**src/rtl/uart_arb_pkg.sv**
```systemverilog
// Shared types and ASCII helpers for the UART transmit arbiter.
package uart_arb_pkg;

  typedef enum logic [1:0] {
    IDLE      = 2'd0,
    SEND      = 2'd1,
    WAIT_DONE = 2'd2
  } arb_state_e;

  typedef enum logic {
    SRC_CPU  = 1'b0,
    SRC_DUMP = 1'b1
  } arb_src_e;

  localparam logic [7:0] CHR_0  = 8'h30;
  localparam logic [7:0] CHR_A  = 8'h41;
  localparam logic [7:0] CHR_CR = 8'h0D;
  localparam logic [7:0] CHR_LF = 8'h0A;

  function automatic logic [7:0] nib2ascii(input logic [3:0] nib);
    if (nib < 4'd10) begin
      return CHR_0 + {4'h0, nib};
    end
    return CHR_A + {4'h0, nib} - 8'd10;
  endfunction

endpackage

```
**src/rtl/uart_char_fifo.sv**
```systemverilog
// Synchronous character FIFO with combinational read of the head entry.
module uart_char_fifo #(
  parameter int DEPTH = 16
) (
  input  logic       clk,
  input  logic       rstn,
  input  logic       push,
  input  logic       pop,
  input  logic [7:0] din,
  output logic       full,
  output logic       empty,
  output logic [7:0] dout
);

  localparam int AW = $clog2(DEPTH);
  localparam logic [AW:0] FULL_CNT = (AW+1)'(DEPTH);

  logic [7:0]    mem_q [DEPTH];
  logic [AW-1:0] wr_ptr_q;
  logic [AW-1:0] rd_ptr_q;
  logic [AW:0]   count_q;
  logic          do_push;
  logic          do_pop;

  assign full    = (count_q == FULL_CNT);
  assign empty   = (count_q == '0);
  assign do_push = push && !full;
  assign do_pop  = pop && !empty;
  assign dout    = mem_q[rd_ptr_q];

  always_ff @(posedge clk) begin
    if (do_push) begin
      mem_q[wr_ptr_q] <= din;
    end
  end

  // Power-of-two depth lets the pointers wrap naturally.
  always_ff @(posedge clk or negedge rstn) begin
    if (!rstn) begin
      wr_ptr_q <= '0;
      rd_ptr_q <= '0;
      count_q  <= '0;
    end else begin
      if (do_push) begin
        wr_ptr_q <= wr_ptr_q + 1'b1;
      end
      if (do_pop) begin
        rd_ptr_q <= rd_ptr_q + 1'b1;
      end
      case ({do_push, do_pop})
        2'b10:   count_q <= count_q + 1'b1;
        2'b01:   count_q <= count_q - 1'b1;
        default: count_q <= count_q;
      endcase
    end
  end

endmodule

```
**src/rtl/uart_tx_arbiter.sv**
```systemverilog
// Shares one UART transmitter between the CPU char stream and a hex-dump engine.
// Optional macro UART_ARB_DROPCNT_EN enables the saturating dropped-char counter.
module uart_tx_arbiter
  import uart_arb_pkg::*;
#(
  parameter int FIFO_DEPTH = 16,
  parameter int DUMP_CRLF  = 1
) (
  input  logic        clk,
  input  logic        rstn,
  input  logic [7:0]  cpu_char,
  input  logic        cpu_valid,
  input  logic        dump_req,
  input  logic [31:0] dump_data,
  output logic        dump_busy,
  output logic        fifo_full,
  input  logic        uart_ready,
  output logic        uart_send,
  output logic [7:0]  uart_data,
  output logic [15:0] drop_cnt
);

  localparam logic [3:0] DUMP_LEN = (DUMP_CRLF != 0) ? 4'd10 : 4'd8;

  logic       fifo_empty;
  logic       fifo_full_w;
  logic       fifo_pop;
  logic [7:0] fifo_dout;

  arb_state_e  state_q;
  arb_src_e    src_q;
  arb_src_e    rr_last_q;
  logic [31:0] dump_sr_q;
  logic [3:0]  dump_idx_q;
  logic        dump_busy_q;
  logic        uart_send_q;
  logic [7:0]  uart_data_q;

  logic        cpu_pend;
  logic        dump_pend;
  logic        grant_cpu;
  logic        grant_dump;
  logic [7:0]  dump_char;

  uart_char_fifo #(
    .DEPTH (FIFO_DEPTH)
  ) u_fifo (
    .clk   (clk),
    .rstn  (rstn),
    .push  (cpu_valid),
    .pop   (fifo_pop),
    .din   (cpu_char),
    .full  (fifo_full_w),
    .empty (fifo_empty),
    .dout  (fifo_dout)
  );

  assign fifo_full = fifo_full_w;
  assign dump_busy = dump_busy_q;
  assign uart_send = uart_send_q;
  assign uart_data = uart_data_q;

  assign cpu_pend  = !fifo_empty;
  assign dump_pend = dump_busy_q && (dump_idx_q == 4'd0);

  // The shift register always presents the next nibble in its top four bits.
  always_comb begin
    dump_char = CHR_LF;
    if (dump_idx_q < 4'd8) begin
      dump_char = nib2ascii(dump_sr_q[31:28]);
    end else if (dump_idx_q == 4'd8) begin
      dump_char = CHR_CR;
    end
  end

  always_comb begin
    grant_cpu  = 1'b0;
    grant_dump = 1'b0;
    if (state_q == IDLE && uart_ready) begin
      if (cpu_pend && dump_pend) begin
        if (rr_last_q == SRC_DUMP) grant_cpu = 1'b1;
        else                       grant_dump = 1'b1;
      end else if (cpu_pend) begin
        grant_cpu = 1'b1;
      end else if (dump_pend) begin
        grant_dump = 1'b1;
      end
    end
  end

  assign fifo_pop = grant_cpu;

  always_ff @(posedge clk or negedge rstn) begin
    if (!rstn) begin
      state_q     <= IDLE;
      src_q       <= SRC_CPU;
      rr_last_q   <= SRC_DUMP;
      dump_sr_q   <= '0;
      dump_idx_q  <= '0;
      dump_busy_q <= 1'b0;
      uart_send_q <= 1'b0;
      uart_data_q <= '0;
    end else begin
      // Capture only ever happens while idle, so it never collides with emission below.
      if (dump_req && !dump_busy_q) begin
        dump_sr_q   <= dump_data;
        dump_busy_q <= 1'b1;
        dump_idx_q  <= '0;
      end
      case (state_q)
        IDLE: begin
          if (grant_cpu) begin
            uart_data_q <= fifo_dout;
            uart_send_q <= 1'b1;
            src_q       <= SRC_CPU;
            rr_last_q   <= SRC_CPU;
            state_q     <= SEND;
          end else if (grant_dump) begin
            uart_data_q <= dump_char;
            uart_send_q <= 1'b1;
            src_q       <= SRC_DUMP;
            rr_last_q   <= SRC_DUMP;
            dump_sr_q   <= dump_sr_q << 4;
            dump_idx_q  <= dump_idx_q + 4'd1;
            state_q     <= SEND;
          end
        end
        SEND: begin
          if (!uart_ready) begin
            uart_send_q <= 1'b0;
            state_q     <= WAIT_DONE;
          end
        end
        WAIT_DONE: begin
          if (uart_ready) begin
            if (src_q == SRC_DUMP && dump_idx_q < DUMP_LEN) begin
              uart_data_q <= dump_char;
              uart_send_q <= 1'b1;
              dump_sr_q   <= dump_sr_q << 4;
              dump_idx_q  <= dump_idx_q + 4'd1;
              state_q     <= SEND;
            end else begin
              if (src_q == SRC_DUMP) begin
                dump_busy_q <= 1'b0;
                dump_idx_q  <= '0;
              end
              state_q <= IDLE;
            end
          end
        end
        default: begin
          uart_send_q <= 1'b0;
          state_q     <= IDLE;
        end
      endcase
    end
  end

`ifdef UART_ARB_DROPCNT_EN
  logic [15:0] drop_cnt_q;

  // A char offered while full is lost even if the arbiter pops in the same cycle.
  always_ff @(posedge clk or negedge rstn) begin
    if (!rstn) begin
      drop_cnt_q <= '0;
    end else if (cpu_valid && fifo_full_w && drop_cnt_q != 16'hFFFF) begin
      drop_cnt_q <= drop_cnt_q + 16'd1;
    end
  end

  assign drop_cnt = drop_cnt_q;
`else
  assign drop_cnt = 16'h0000;
`endif

endmodule

```
**config.mk**
```make
export PLATFORM = sky130hd
export DESIGN_NAME = uart_tx_arbiter
export DESIGN_NICKNAME = d
export VERILOG_FILES = /design/src/rtl/uart_arb_pkg.sv /design/src/rtl/uart_char_fifo.sv /design/src/rtl/uart_tx_arbiter.sv
export SDC_FILE = /design/constraint.sdc
export NUM_CORES = 1
export LEC_CHECK = 0
export ABC_AREA = 1
export BUFFER_PORTS_ARGS = -buffer_cell sky130_fd_sc_hd__buf_2
export CAP_MARGIN = 20
export CORE_ASPECT_RATIO = 1.25
export CORE_UTILIZATION = 40
export CTS_CLUSTER_SIZE = 28
export DETAILED_ROUTE_END_ITERATION = 7
export PLACE_DENSITY_LB_ADDON = 0.05
export SYNTH_ARGS = -nofsm -noshare
export SYNTH_HDL_FRONTEND = slang
export SYNTH_SLANG_ARGS = --single-unit
```
**constraint.sdc**
```tcl
create_clock -name clk -period 7.27 [get_ports clk]
set_input_delay 1.454 -clock clk [delete_from_list [all_inputs] [get_ports clk]]
set_output_delay 1.454 -clock clk [all_outputs]
set_load 0.05 [all_outputs]
```
==> metrics, run 1 <==
status finished clean; Clock transition at path regs ~0.08 ns; worst slack, placed 3.67 ns; Routed WL ~21000 µm; Final Setup Violations 0; Worst-Margin Slew 0.916 ns; CTS H-tree lvls 4; RSZ-0062 raised after global routing false; Pre-antenna DRT Iters 4; top_reg_cell synth edfxtp_1; Remaining DRCs 0; gp weighted congestion around 0.83; GRT Overall Usage 0.194; hold crit path type reg -> reg; PostCTS Resize Cnt 0; worst setup margin between 4 and 5 ns; P&R area growth vs syn 11.1%; Leakage between 4 and 5 nW; dpl cell area slightly above 9000 µm²; Post-synth EDFFs around 130; Worst Skew 0.0105 ns; Max Cap Viol 0; CP required 7.60 ns; sequential cell area between 5000 and 6000 µm²; largest net degree at the start of global routing 65; full die area about 23000 µm²; DRT antenna net count 0; first-pass GRT wire length 32800 µm; count of state elements after synthesis between 150 and 200; FFs w/ async S/R, synth 0.330; YS warnings 0; Power Total 3.98 mW; fill count about 2100; TritonCTS Buffers 17; count of hold-fix buffers inserted at cts 0; Post-Syn Instances around 900; Final Critical Period 3.15 ns; Netlist cell types 40; Clock Tree Buf Depth 2; nature of the critical path startpoint input port; WP buf/inv 3; num rows 60; fmax 318 MHz; Clock Latency Late Sink around 0.43 ns; most common cell after layout, fill and taps aside nand2_1; Final Max Tran Viols 0; DR vias between 6000 and 7000; Hold Vio Cnt, Final 0; power density over the cells around 410 nW/µm²; Slew HR 0.388; post-synthesis sequential area ratio 0.615; TritonCTS clock tree yes; crit-path max FO 19; Post-Syn Area ~8800 µm²; Worst path most repeated cell nand2_1; slowest CP cell nor2_4; most frequent cells in the layout nand2_1, nor2_1, edfxtp_1; CTS sink count between 150 and 200; setup TNS 0 ns; I/O pin cnt around 70; vias in the first global route about 6000; peak ir drop on the vdd network roughly 0.00023 V; fin nets 1000; WP data arrival ~3.5 ns; Die Y between 150 and 200 µm; CTS Root Cell clkbuf_16; Port Buf Inserts 55; CP Cell Sequence buf_2 -> nand2_2 -> clkinv_2 -> nand2_4 -> nor2_4 -> ha_1 -> xor2_1 -> ha_1 -> inv_1 -> nand2_1 -> and3_1 -> nor2_1 -> nand2_1 -> nand2_1 -> nand2_1 -> nand2_1; Post-DP HPWL approximately 13000 µm; setup bufs post-CTS 0; Die Wd between 100 and 150 µm; core area roughly 22000 µm²; drt wl/cell ~17 µm; initial antenna violation count 0; initial DRC count approximately 350; crit end category flip-flop; Synth Area per Inst about 9.8 µm²; Worst Hold Slack just under 0.5 ns; Vias/cell ~5; Setup CP Type in -> reg; Critical Path Max Stage Delay between 0.3 and 0.4 ns; footprint of the multi-input gates 2800 µm²; Crit path max-delay family simple AND/OR/NAND/NOR gates; period utilization 0.433; share of cells above drive strength 1 0.131; diode count 0; Starting Density 0.409; global route overflow 0; design area ~10000 µm²
kinds of logic (layout without fill, tap and decap cells):
logic type	after synthesis	after routing	share of synthesized area
AOI/OAI and AO/OA	101	101	0.0678
xor gates and xnor gates	13	13	0.0129
adders and majority gates	12	12	0.0170
buffers and inverters	139	177	0.0744
DFF	191	191	0.615
other	1	16	0.000425
and+or+nand+nor	446	446	0.213
worst register-to-register path, delay by kind of cell, from the launching register on:
kind | cells | cell delay [ns]
xor+xnor | 1 | 0.23
fa+ha+maj | 3 | 0.75
buf+inv | 2 | 0.12
flops | 1 | 0.41
simple gates | 10 | 1.14
final timing paths:
path	cells after the start	start	slack, ns	to
setup / recovery	16	uart_ready	4.12	u_fifo.count_q[4]
hold / removal	2	dump_sr_q[10]	0.48	dump_sr_q[14]
setup reg to reg	16	dump_idx_q[1]	4.53	u_fifo.count_q[4]
hold reg to reg	2	dump_sr_q[10]	0.48	dump_sr_q[14]
max in group asynchronous	2	rstn	5.46	u_fifo.rd_ptr_q[0]
min in group asynchronous	2	rstn	1.19	dump_sr_q[3]
per-layer routing:
layer	track usage	part of all wire
met5	0	0
met4	0.0586	0.010
met3	0.0385	0.037
met2	0.344	0.54
met1	0.237	0.42
state kept, by name (all words and copies together) (netlist names):
signal and cells:
rr_last_q 1, uart_data 8, src_q 1, u_fifo.wr_ptr_q 4
u_fifo.count_q 5, dump_idx_q 4, dump_sr_q 32, state_q 2
uart_send 1, dump_busy 1, u_fifo.rd_ptr_q 4, u_fifo.mem_q 128
per-stage QoR:
stage           util  instances
6_report       0.455       1235
5_1_grt        0.455       1235
2_1_floorplan      -        918
3_5_place_dp   0.427       1202
4_1_cts        0.454       1234
3_3_place_gp   0.427       1202
cells in the mapped netlist, types with 4 or more instances:
cell	number	area share
buf_4	18	0.015
o21ai_0	48	0.027
nand3_1	93	0.053
dfrtp_1	62	0.18
nor2_2	4	0.0028
o21ai_2	5	0.0050
ha_1	12	0.017
nor2_1	129	0.055
o21ai_1	10	0.0057
nand2_2	6	0.0043
a21oi_1	11	0.0062
inv_1	76	0.032
xor2_1	10	0.0099
edfxtp_1	128	0.44
clkbuf_1	9	0.0038
nand2_1	203	0.086
inv_2	4	0.0017
buf_6	5	0.0064
buf_2	22	0.012
o31ai_1	15	0.013
power by group:
| group | total [mW] | switching [mW] | leakage (nW) | internal, mW |
|---|---|---|---|---|
| logic | 1.51 | 1.04 | 2.00 | 0.468 |
| registers | 1.56 | 0.149 | 1.92 | 1.41 |
| clock network | 0.914 | 0.431 | 0.277 | 0.483 |
| total | 3.98 | 1.62 | 4.19 | 2.36 |
area by class of cell:
type / instances / area share
clock inverter: 15 / 0.0149
tap: 279 / 0.0356
sequential: 191 / 0.554
inverter: 83 / 0.0319
clock buffer: 17 / 0.0434
timing repair buffer: 62 / 0.0348
multi-input combinational: 588 / 0.286
No activity file was read; power rests on OpenSTA's default activity.
==> inputs of run 2 (changes only) <==
==> constraint.sdc (replaced) <==
create_clock -name clk -period 2.7 [get_ports clk]
set_input_delay 0.54 -clock clk [delete_from_list [all_inputs] [get_ports clk]]
set_output_delay 0.54 -clock clk [all_outputs]
set_load 0.05 [all_outputs]
==> run 2 against run 1 <==
Sequential power grew to 2.7 times the previous value. Worst hold slack got worse by 0.36 ns. Critical endpoint unchanged. Sequential share of layout area shrank 0.86 points. Largest power group unchanged. Clock skew grew 0.0019 ns. Highest routed layer unchanged.
==> metrics, run 2 (synthesized netlist as in run 1, its figures left out) <==
status finished clean; count of hold-fix buffers inserted at cts 0 (unchanged); PostCTS Resize Cnt 0 (unchanged); Remaining DRCs 0 (unchanged); DR vias 6261 (+1.8%); full die area 22600 µm² (unchanged); P&R area growth vs syn 12.8%; setup TNS 0 ns (unchanged); met2 wire len 10700 µm (-4.9%); hold crit path type in -> async; share of cells above drive strength 1 0.151 (+0.0207); Power Total 10.7 mW (+170%); fin nets 1021 (+2.1%); CTS Root Cell clkbuf_16; Hold Vio Cnt, Final 0 (unchanged); CTS H-tree lvls 4 (unchanged); Top reg by flops u_fifo.mem_q; Layout Utilization 0.462 (+0.00720); gp weighted congestion 0.871 (+5.2%); Final Setup Violations 0 (unchanged); Vias/cell 4.98 (about the same); Top Layer Used met4; power density over the cells 1080 nW/µm² (+170%); global route overflow 0 (unchanged); RSZ-0062 raised after global routing false; I/O pin cnt 72 (unchanged); Worst-Margin Slew 0.673 ns (-0.244 ns); met1 WL 9100 µm (+4.6%); worst slack, placed 0.199 ns (-3.47 ns); Die Wd 135 µm (unchanged); TritonCTS clock tree yes; DRT antenna net count 0 (unchanged); num rows 60 (unchanged); drt wl/cell 16.5 µm (-2.2%); worst setup margin 0.223 ns (-3.90 ns); Clock transition at path regs 0.07 ns (about the same); Setup CP Type reg -> reg; max reg flops 128 (unchanged); Clock Tree Buf Depth 2 (unchanged); Leakage 4.28 nW (+2.1%); TritonCTS Buffers 17 (unchanged); largest net degree at the start of global routing 44 (-32%); Worst Skew 0.0123 ns (+0.00187 ns); initial DRC count 339 (-4.0%); crit end category flip-flop; Final Max Tran Viols 0 (unchanged); vias in the first global route 6245 (+3.8%); period utilization 0.917; GRT Overall Usage 0.194 (-0.000234); Max Cap Viol 0 (unchanged); Clock Latency Late Sink 0.43 ns (about the same); CTS sink count 191 (unchanged); peak ir drop on the vdd network 0.000625 V (+180%); Slew HR 0.550 (+0.161); initial antenna violation count 0 (unchanged); most frequent cells in the layout nand2_1, nor2_1, edfxtp_1; Routed WL 20800 µm (-0.58%); crit-path max FO 4 (-15); Port Buf Inserts 55 (unchanged); Post-DP HPWL 14300 µm (+6.5%); Die Y 168 µm (unchanged); setup bufs post-CTS 0 (unchanged); Pre-antenna DRT Iters 5 (+1); fmax roughly 400 MHz; Final Critical Period between 2 and 2.5 ns; first-pass GRT wire length 33200 µm (+1.1%); core area 21500 µm² (unchanged); Starting Density 0.409 (unchanged); nature of the critical path startpoint flip-flop; most common cell after layout, fill and taps aside nand2_1; CP required 3.03 ns (-4.57 ns); wire length on met3 676 µm (-12%); diode count 0 (unchanged); WP data arrival 2.81 ns (-0.67 ns)
==> run 2: worst max-delay path: stages, from the launching register on <==
cell	delay, ns
dfrtp_1	0.43
inv_1	0.09
ha_2	0.21
nand4_2	0.15
nor2_2	0.15
nor2_4	0.05
ha_1	0.27
xor2_1	0.19
ha_1	0.21
inv_1	0.05
nand2_1	0.07
and3_1	0.20
o21bai_1	0.13
nand2_1	0.06
nand2_1	0.06
nand2_1	0.04
==> run 2: per-layer routing <==
metal  track usage  vias to the layer above
met5             0                        -
met4        0.0655                        0
met3        0.0385                       25
met2         0.340                      113
met1         0.236                     3048
li1              -                     3075
==> run 2: area by class of cell <==
class,instances,area [µm²]
inverters,83,313
flip-flops and latches,191,5420
fillers,2067,11600
well taps,279,349
clock buffers,17,425
multi-input cells,588,2800
repair buffers,83,510
clock inverters,15,126
==> run 2: final timing paths <==
path / start / end / slack (ns) / depth (start not counted)
worst max-delay path: dump_idx_q[1] / u_fifo.count_q[4] / 0.22 / 15
worst min-delay path: rstn / dump_sr_q[2] / 0.12 / 1
worst max register to register: dump_idx_q[1] / u_fifo.count_q[4] / 0.22 / 15
worst min register to register: dump_sr_q[9] / dump_sr_q[13] / 0.48 / 2
max in group asynchronous: rstn / u_fifo.rd_ptr_q[3] / 1.92 / 2
min in group clk: uart_ready / state_q[1] / 0.31 / 2
==> run 2: per-stage QoR <==
| step | instances | hold slack, ns | instance area, µm² |
|---|---|---|---|
| 4_1_cts | 1256 | 0.125 | 9940 |
| 2_1_floorplan | 918 | 0.244 | 8870 |
| 5_1_grt | 1256 | 0.157 | 9950 |
| 3_5_place_dp | 1224 | 0.463 | 9390 |
| 6_report | 1256 | 0.124 | 9950 |
| 3_3_place_gp | 1224 | 0.461 | 9390 |
==> run 2: power breakdown <==
| part | switching [mW] | internal [mW] | leakage (nW) |
|---|---|---|---|
| registers | 0.388 | 3.79 | 1.92 |
| logic | 2.83 | 1.34 | 2.11 |
| clock network | 1.16 | 1.21 | 0.253 |
| total | 4.38 | 6.34 | 4.28 |
